### src/rtl/arbiter_types.sv
// Shared types for the I/D cache memory-port arbiter: FSM states and grant side.
package arbiter_types;

  typedef enum logic [1:0] {
    IDLE    = 2'd0,
    SERVE_I = 2'd1,
    SERVE_D = 2'd2,
    RELEASE = 2'd3
  } arb_state_t;

  typedef enum logic {
    GRANT_I = 1'b0,
    GRANT_D = 1'b1
  } grant_t;

endpackage

### src/rtl/cache_arbiter.sv
// Arbitrates the I-cache and D-cache onto one memory port, alternating on ties.
// The address, write data and direction are latched at grant so that the memory side never follows the requestor inputs.
module cache_arbiter
  import arbiter_types::*;
#(
  parameter int LINE_W = 256,
  parameter int ADDR_W = 32
) (
  input  logic              clk,
  input  logic              reset,
  input  logic              i_read,
  input  logic [ADDR_W-1:0] i_addr,
  output logic [LINE_W-1:0] i_rdata,
  output logic              i_resp,
  input  logic              d_read,
  input  logic              d_write,
  input  logic [ADDR_W-1:0] d_addr,
  input  logic [LINE_W-1:0] d_wdata,
  output logic [LINE_W-1:0] d_rdata,
  output logic              d_resp,
  output logic              mem_read,
  output logic              mem_write,
  output logic [ADDR_W-1:0] mem_addr,
  output logic [LINE_W-1:0] mem_wdata,
  input  logic [LINE_W-1:0] mem_rdata,
  input  logic              mem_resp
);

  arb_state_t        state, state_next;
  grant_t            last_grant;
  logic [ADDR_W-1:0] addr_q;
  logic [LINE_W-1:0] wdata_q;
  logic              write_q;
  logic              load_i, load_d, d_pend;

  assign d_pend = d_read | d_write;

  always_comb begin
    state_next = state;
    load_i     = 1'b0;
    load_d     = 1'b0;
    case (state)
      // D wins when I is idle, or on a tie when I was served last.
      IDLE: begin
        if (d_pend && (!i_read || last_grant == GRANT_I)) begin
          state_next = SERVE_D;
          load_d     = 1'b1;
        end else if (i_read) begin
          state_next = SERVE_I;
          load_i     = 1'b1;
        end
      end
      SERVE_I, SERVE_D: if (mem_resp) state_next = RELEASE;
      RELEASE:          state_next = IDLE;
      default:          state_next = IDLE;
    endcase
  end

  always_ff @(posedge clk) begin
    if (reset) begin
      state      <= IDLE;
      last_grant <= GRANT_I;
      addr_q     <= '0;
      wdata_q    <= '0;
      write_q    <= 1'b0;
    end else begin
      state <= state_next;
      if (load_d) begin
        addr_q  <= d_addr;
        wdata_q <= d_wdata;
        write_q <= d_write;
      end else if (load_i) begin
        addr_q  <= i_addr;
        wdata_q <= '0;
        write_q <= 1'b0;
      end
      if (mem_resp && (state == SERVE_I || state == SERVE_D))
        last_grant <= (state == SERVE_D) ? GRANT_D : GRANT_I;
    end
  end

  // A resp coincident with reset belongs to an abandoned transaction.
  assign mem_read  = (state == SERVE_I) || (state == SERVE_D && !write_q);
  assign mem_write = (state == SERVE_D) && write_q;
  assign mem_addr  = addr_q;
  assign mem_wdata = wdata_q;
  assign i_resp    = (state == SERVE_I) && mem_resp && !reset;
  assign d_resp    = (state == SERVE_D) && mem_resp && !reset;
  assign i_rdata   = mem_rdata;
  assign d_rdata   = mem_rdata;

endmodule

### config.mk
export PLATFORM = sky130hd
export DESIGN_NAME = cache_arbiter
export DESIGN_NICKNAME = d
export VERILOG_FILES = /design/src/rtl/arbiter_types.sv /design/src/rtl/cache_arbiter.sv
export SDC_FILE = /design/constraint.sdc
export NUM_CORES = 1
export LEC_CHECK = 0
export CAP_MARGIN = 20
export CORE_AREA = 2 2 544 546
export DETAILED_ROUTE_END_ITERATION = 10
export DIE_AREA = 0 0 546 548
export GPL_ROUTABILITY_DRIVEN = 1
export GPL_TIMING_DRIVEN = 0
export PLACE_DENSITY = 0.31
export SKIP_CTS_REPAIR_TIMING = 1
export SLEW_MARGIN = 20
export SYNTH_ARGS = -nofsm -noshare
export SYNTH_HDL_FRONTEND = slang
export SYNTH_SLANG_ARGS = --single-unit
### constraint.sdc
create_clock -name clk -period 4.95 [get_ports clk]
set_input_delay 0.495 -clock clk [delete_from_list [all_inputs] [get_ports clk]]
set_output_delay 0.495 -clock clk [all_outputs]
set_load 0.005 [all_outputs]
==> PnR_summary.wiki, run 1 <==
{| class="wikitable"
! Metric !! Value
|-
| Result of the run || finished clean
|-
| Pin count of the biggest net entering global routing || 13
|-
| Clock tree from TritonCTS || built
|-
| Number of violations reported at the end of detailed-routing iteration 0 || 681
|-
| Pwr/cell area || 358 nW/um^2
|-
| Switching component of the power || 3850 uW
|-
| Routed WL per cell || 23.3 um
|-
| Overflow after GRT || 0
|-
| Cell row count || 199
|-
| Top flip-flop cell by instance count after synthesis || dfxtp_1
|-
| CP required || 4450 ps
|-
| Crit Reg-Reg Startpoint || state[0]$_SDFFE_PP0P_
|-
| Instance count of the mapped netlist || 1265
|-
| Startpoint type of the worst setup path || input pin
|-
| Number of antenna violations at the first check in global routing || 70
|-
| Number of enable flip-flop cells after synthesis || 0
|-
| Final Max Tran Viols || 0
|-
| Port Buffers || 1129
|-
| Clock root buffer || clkbuf_16
|-
| Cell depth of the worst flop-to-flop path || 7
|-
| Via count of the first global-routing pass || about 15000
|-
| Leakage power total || 0.0115 uW
|-
| Count of clock tree sinks || 292
|-
| Length of the first detailed-routing pass in iterations || 5
|-
| DIE AREA || 299000 um^2
|-
| Hold Path Origin || i_addr[29]
|-
| Share of async-settable or async-resettable flops after synthesis || 0%
|-
| Routed Wire Length || ~150 mm
|-
| Cell area after synthesis || 13300 um^2
|-
| Slack of the worst reg-to-reg path || between 2000 and 2500 ps
|-
| Share of power burned in combinational logic || 40.8%
|-
| Die H || 548 um
|-
| Final HPWL from detailed placement || 136 mm
|-
| Antenna violation net count after detailed routing || 0
|-
| Part of the total power dissipated in the clock network || 28.7%
|-
| Final-report setup violation count || 0
|-
| Slew margin rel. || 39.1%
|-
| Number of nets in the layout || 3022
|-
| Startpoint-to-endpoint class of the critical path || input pin to output pin
|-
| Count of cell types in the netlist || 30
|-
| Final critical-path required period || 2890 ps
|-
| Setup repair after global routing missed its margin || false
|-
| Maximum Capacitance Violations || 0
|-
| Data arrival time of the critical path || 2390 ps
|-
| I/O pin total || 1386
|-
| Worst setup slack before clock tree synthesis || 1180 ps
|-
| Wire length of the first global-routing pass || 180 mm
|-
| Post-Syn Area per Cell || 10.5 um^2
|-
| Weighted congestion reported at the end of routability-driven placement || roughly 0.86
|-
| Setup crit end kind || output pin
|-
| Least-Margin Pin Slew || 910 ps
|-
| Synthesized flop and latch total || roughly 300
|-
| Routed via count || 14000
|-
| Tcrit/Tclk final || 58.4%
|-
| Total nets after synthesis || 1850
|-
| Clk Latency, worst-skew pair || 640 ps
|-
| Top fanout value on the critical path || 10
|-
| Internal || 7240 uW
|-
| Worst setup margin || between 2000 and 2500 ps
|-
| Maximum buffer depth of the clock tree || 3
|-
| Effective utilization at floorplan || 4.54%
|-
| Final hold violation count || 0
|-
| Switching portion of total power || 34.7%
|-
| Register area share after synthesis || 43.9%
|-
| Placed Instances || around 6300
|-
| Area growth, synth to finish || 133%
|-
| Clock skew after layout || about 28 ps
|-
| Yosys Warn Count || 0
|-
| Sequential share of power || 30.6%
|-
| Number of cells in the finished layout apart from fillers || 6400
|-
| Global Route Usage Sum || a little under a tenth
|-
| Most common library cell in the layout ignoring fill and taps || clkdlybuf4s50_1
|-
| Number of buffers added by the clock tree synthesis step || 41
|-
| Highest ir drop seen on vdd || 223 uV
|-
| Hold endpoint || mem_addr[29]$_SDFFE_PP0P_
|-
| Layout cell share with drive strength beyond 1 || 25.9%
|-
| Horizontal die dimension || 546 um
|-
| Number of cells on the worst hold path || 3
|-
| Tightest Hold Check Type || input pin to flip-flop
|-
| Upper clock frequency limit || roughly 0.35 GHz
|-
| Final-layout setup total negative slack || 0 ps
|-
| Core region area || roughly 300000 um^2
|-
| Vias per std cell || about 2.2
|-
| CTS clk-pin slew, worst paths || 60 ps
|-
| Worst r2r dst || mem_wdata[41]$_SDFFE_PP0P_
|-
| Top library cells by usage in the layout, fill and taps aside || clkdlybuf4s50_1, buf_4, dfxtp_1, a22o_1, clkbuf_16
|-
| CTS H-tree lvls || 2
|-
| DRC errors left || 0
|}
==> layout make-up <==
cell class | count | area (um^2)
inverters | 37 | 139
multi-input cells | 350 | 2990
plain buffers | 586 | 4330
clock inverters | 19 | 264
repair buffers | 1129 | 11300
flip-flops and latches | 292 | 5850
well taps | 3919 | 4900
diodes | 15 | 37.5
fillers | 33800 | 262000
clock buffers | 53 | 1150
==> cell usage after synthesis, types with 3 or more instances <==
master	number	share of area, %
buf_2	27	1.0
dfxtp_1	292	44
buf_4	519	29
a211oi_1	32	1.8
clkbuf_1	19	0.54
a22o_1	256	17
o32ai_1	33	2.2
inv_1	37	1.0
buf_6	20	1.7
and3_1	3	0.14
ha_1	3	0.28
==> worst max-delay path by stage <==
stage                          start                          end  slack [ps]  depth (start not counted)
6_report                       reset                       d_resp        2060                          5
5_1_grt        state[0]$_SDFFE_PP0P_   mem_wdata[41]$_SDFFE_PP0P_        1640                          7
4_1_cts        state[1]$_SDFFE_PP0P_   mem_wdata[41]$_SDFFE_PP0P_        1640                          7
3_5_place_dp                 d_write   mem_wdata[35]$_SDFFE_PP0P_        1180                          6
3_3_place_gp                  d_read   mem_wdata[34]$_SDFFE_PP0P_         790                          6
2_1_floorplan  state[0]$_SDFFE_PP0P_  mem_wdata[100]$_SDFFE_PP0P_        3290                          8
==> through the flow <==
stage / hold slack [ps] / util (%) / power (uW) / area (um^2)
2_1_floorplan: 446 / - / 4870 / 13300
3_3_place_gp: 461 / 10.1 / 8120 / 29500
3_5_place_dp: 463 / 10.1 / 8110 / 29500
4_1_cts: 317 / 10.6 / 11400 / 30900
5_1_grt: 359 / 10.6 / 11700 / 30900
6_report: 407 / 10.6 / 11100 / 31000
==> power groups by stage <==
stage / clock network (uW) / registers (uW) / logic (uW)
after floorplan: 0 / 3320 / 1540
after global placement: 0 / 3450 / 4670
after detailed placement: 0 / 3460 / 4640
after CTS: 3340 / 3420 / 4670
after global routing: 3400 / 3460 / 4870
final: 3180 / 3390 / 4520
==> cell families (layout without fill, tap and decap cells) <==
family | count (synthesis) | in the layout | synth area share, %
buf+inv | 623 | 1824 | 33.6
simple gates | 14 | 14 | 0.640
fa+ha+maj | 3 | 3 | 0.282
flops | 292 | 292 | 43.9
other cells | 0 | 15 | 0
compound gates | 333 | 333 | 21.5
==> registers in the layout, indices dropped and copies added (netlist names) <==
register,flops
last_grant,1
state,2
write_q,1
mem_wdata,256
mem_addr,32
==> layer usage <==
layer	vias to the layer above	share of wire (%)	track usage [%]
li1	6336	-	-
met1	6544	39	10.7
met2	996	47	16.1
met3	149	11	4.59
met4	18	2.1	2.04
met5	-	0.089	0
==> worst max-delay path: stages <==
cell	delay (ps)
clkdlybuf4s50_1	600
clkbuf_1	450
inv_1	150
and3_1	200
clkdlybuf4s50_1	490
(Power assumes the default switching activity.)
==> inputs of run 2 (changes only) <==
--- a/config.mk
+++ b/config.mk
@@ -6,12 +6,12 @@
 export NUM_CORES = 1
 export LEC_CHECK = 0
 export CAP_MARGIN = 20
-export CORE_AREA = 2 2 544 546
+export CORE_AREA = 2 2 539 541
 export DETAILED_ROUTE_END_ITERATION = 10
-export DIE_AREA = 0 0 546 548
+export DIE_AREA = 0 0 541 543
 export GPL_ROUTABILITY_DRIVEN = 1
 export GPL_TIMING_DRIVEN = 0
-export PLACE_DENSITY = 0.31
+export PLACE_DENSITY = 0.32
 export SKIP_CTS_REPAIR_TIMING = 1
 export SLEW_MARGIN = 20
 export SYNTH_ARGS = -nofsm -noshare
==> constraint.sdc (replaced) <==
create_clock -name clk -period 2.9 [get_ports clk]
set_input_delay 0.29 -clock clk [delete_from_list [all_inputs] [get_ports clk]]
set_output_delay 0.29 -clock clk [all_outputs]
set_load 0.005 [all_outputs]
==> run 2 against run 1 <==
Die area down 1.8%. Combinational power up 83%. Sequential power is 71% higher. First-iteration DRC count fell by 1.9%. Critical path type unchanged. Largest power group unchanged. Highest routed layer unchanged.
==> PnR_summary.wiki, run 2 (synthesis results as in run 1) <==
{| class="wikitable"
! Metric !! Value
|-
| Result of the run || finished clean
|-
| Pwr/cell area || 636 nW/um^2 (+78%)
|-
| Fin util || 10.7% (+0.16 points)
|-
| Crit Reg-Reg Startpoint || state[0]$_SDFFE_PP0P_
|-
| Leakage power total || 0.0115 uW (about the same)
|-
| Least-Margin Pin Slew || 981 ps (+71.3 ps)
|-
| Core region area || 287000 um^2 (-1.9%)
|-
| Antenna violation net count after detailed routing || 0 (unchanged)
|-
| Count of clock tree sinks || 292 (unchanged)
|-
| Tightest Hold Check Type || input pin to flip-flop
|-
| Total of fill cells in the finished design || 33000 (-2.4%)
|-
| Hold Path Origin || d_wdata[146]
|-
| Highest ir drop seen on vdd || 406 uV (+82%)
|-
| Weighted congestion reported at the end of routability-driven placement || 0.899 (+4.8%)
|-
| Via count of the first global-routing pass || 14500 (-0.021%)
|-
| Length of the first detailed-routing pass in iterations || 5 (unchanged)
|-
| CTS clk-pin slew, worst paths || 60 ps (about the same)
|-
| Max reg flops || 256 (unchanged)
|-
| Maximum Capacitance Violations || 0 (unchanged)
|-
| Clock root buffer || clkbuf_16
|-
| Final critical-path required period || 2720 ps
|-
| Number of violations reported at the end of detailed-routing iteration 0 || 668 (-1.9%)
|-
| Startpoint type of the worst setup path || input pin
|-
| DIE AREA || 294000 um^2 (-1.8%)
|-
| Vias per std cell || 2.26 (+2.9%)
|-
| Final HPWL from detailed placement || 147 mm (+7.8%)
|-
| Sum of internal, switching and leakage power || 19600 uW (+77%)
|-
| Cell depth of the worst flop-to-flop path || 8 (+1)
|-
| Top library cells by usage in the layout, fill and taps aside || clkdlybuf4s50_1, buf_4, dfxtp_1, a22o_1, clkbuf_16
|-
| Routed Wire Length || 160 mm (+7.4%)
|-
| Overflow after GRT || 0 (unchanged)
|-
| Die H || 543 um (-0.91%)
|-
| I/O pin total || 1386 (unchanged)
|-
| Number of buffers added by the clock tree synthesis step || 42 (+2.4%)
|-
| Setup crit end kind || output pin
|-
| Global Route Usage Sum || 10.4% (+0.88 points)
|-
| Pin count of the biggest net entering global routing || 13 (unchanged)
|-
| CTS H-tree lvls || 2 (unchanged)
|-
| Horizontal die dimension || 541 um (-0.92%)
|-
| Number of nets in the layout || 3023 (+0.033%)
|-
| Upper clock frequency limit || around 0.37 GHz
|-
| Slew margin rel. || 34.6% (-4.6 points)
|-
| Top fanout value on the critical path || 10 (unchanged)
|-
| Hold endpoint || mem_wdata[146]$_SDFFE_PP0P_
|-
| Setup repair after global routing missed its margin || false
|-
| Most common library cell in the layout ignoring fill and taps || clkdlybuf4s50_1
|-
| Tcrit/Tclk final || 93.8%
|-
| Routed via count || 14200 (+0.85%)
|-
| Final hold violation count || 0 (unchanged)
|-
| DRC errors left || 0 (unchanged)
|-
| Final Max Tran Viols || 0 (unchanged)
|-
| Final-report setup violation count || 0 (unchanged)
|-
| Data arrival time of the critical path || 2430 ps (+40 ps)
|-
| Area growth, synth to finish || 132%
|-
| Effective utilization at floorplan || 4.63% (+0.089 points)
|-
| Number of cells on the worst hold path || 2 (-1)
|-
| Wire length of the first global-routing pass || 190 mm (+5.3%)
|-
| Maximum buffer depth of the clock tree || 3 (unchanged)
|-
| Routed WL per cell || 25.5 um (+9.6%)
|-
| Clock skew after layout || 54.1 ps (+25.9 ps)
|-
| Cell row count || 197 (-1.0%)
|-
| Startpoint-to-endpoint class of the critical path || input pin to output pin
|-
| Slack of the worst reg-to-reg path || 340 ps (-1730 ps)
|-
| Number of antenna violations at the first check in global routing || 77 (+10%)
|-
| Port Buffers || 1129 (unchanged)
|-
| CP required || 2610 ps (-1840 ps)
|-
| Worst r2r dst || mem_wdata[19]$_SDFFE_PP0P_
|-
| Clk Latency, worst-skew pair || 670 ps (+30 ps)
|-
| Clock tree from TritonCTS || built
|-
| Layout cell share with drive strength beyond 1 || 25.9% (unchanged)
|}
==> run 2: per-stage QoR <==
stage | hold slack [ps] | worst slack [ps] | setup TNS (ps) | std cells | area (um^2)
6_report | 211 | 179 | 0 | 6270 | 30800
5_1_grt | 173 | 47.1 | 0 | 6258 | 30800
2_1_floorplan | 415 | 1240 | 0 | 1265 | 13300
4_1_cts | 123 | -343 | -17790 | 6247 | 30800
3_3_place_gp | 460 | -1060 | -121480 | 6175 | 29300
3_5_place_dp | 463 | -634 | -74010 | 6175 | 29300
==> run 2: worst max-delay path: stages <==
cell             delay (ps)
clkdlybuf4s50_1         590
clkbuf_1                420
inv_1                   160
and3_1                  200
clkdlybuf4s50_1         740
==> run 2: routing by layer <==
layer	vias up	part of all wire (%)	wire (um)	track usage, %
met5	-	0.056	90	0
met4	14	2.5	3960	2.62
met3	184	13	20500	5.69
met2	1038	48	75900	17.6
met1	6565	37	59400	11.0
li1	6362	-	-	-
==> run 2: worst max path at each step <==
stage,slack [ps],to,from,cells after the start
global placement,-1060,mem_wdata[19]$_SDFFE_PP0P_,d_read,6
CTS,-340,mem_wdata[126]$_SDFFE_PP0P_,state[0]$_SDFFE_PP0P_,7
detailed placement,-630,mem_wdata[133]$_SDFFE_PP0P_,i_read,6
global route,50,i_resp,reset,5
floorplan,1240,mem_wdata[100]$_SDFFE_PP0P_,state[0]$_SDFFE_PP0P_,8
finish,180,i_resp,reset,5
==> run 2: cell type report <==
class	count	area, um^2	share of cell area, %
antenna	23	57.6	0.187
sequential	292	5850	19.0
timing repair buffer	1129	11300	36.7
clock inverter	19	278	0.901
multi-input combinational	350	2990	9.70
inverter	37	139	0.451
tap	3781	4730	15.3
clock buffer	53	1140	3.71
buffer	586	4340	14.1
==> run 2: power by group <==
group	internal [uW]	total, uW	switching, uW
Clock	3250	5530	2280
Sequential	5030	5790	761
Combinational	4150	8290	4140
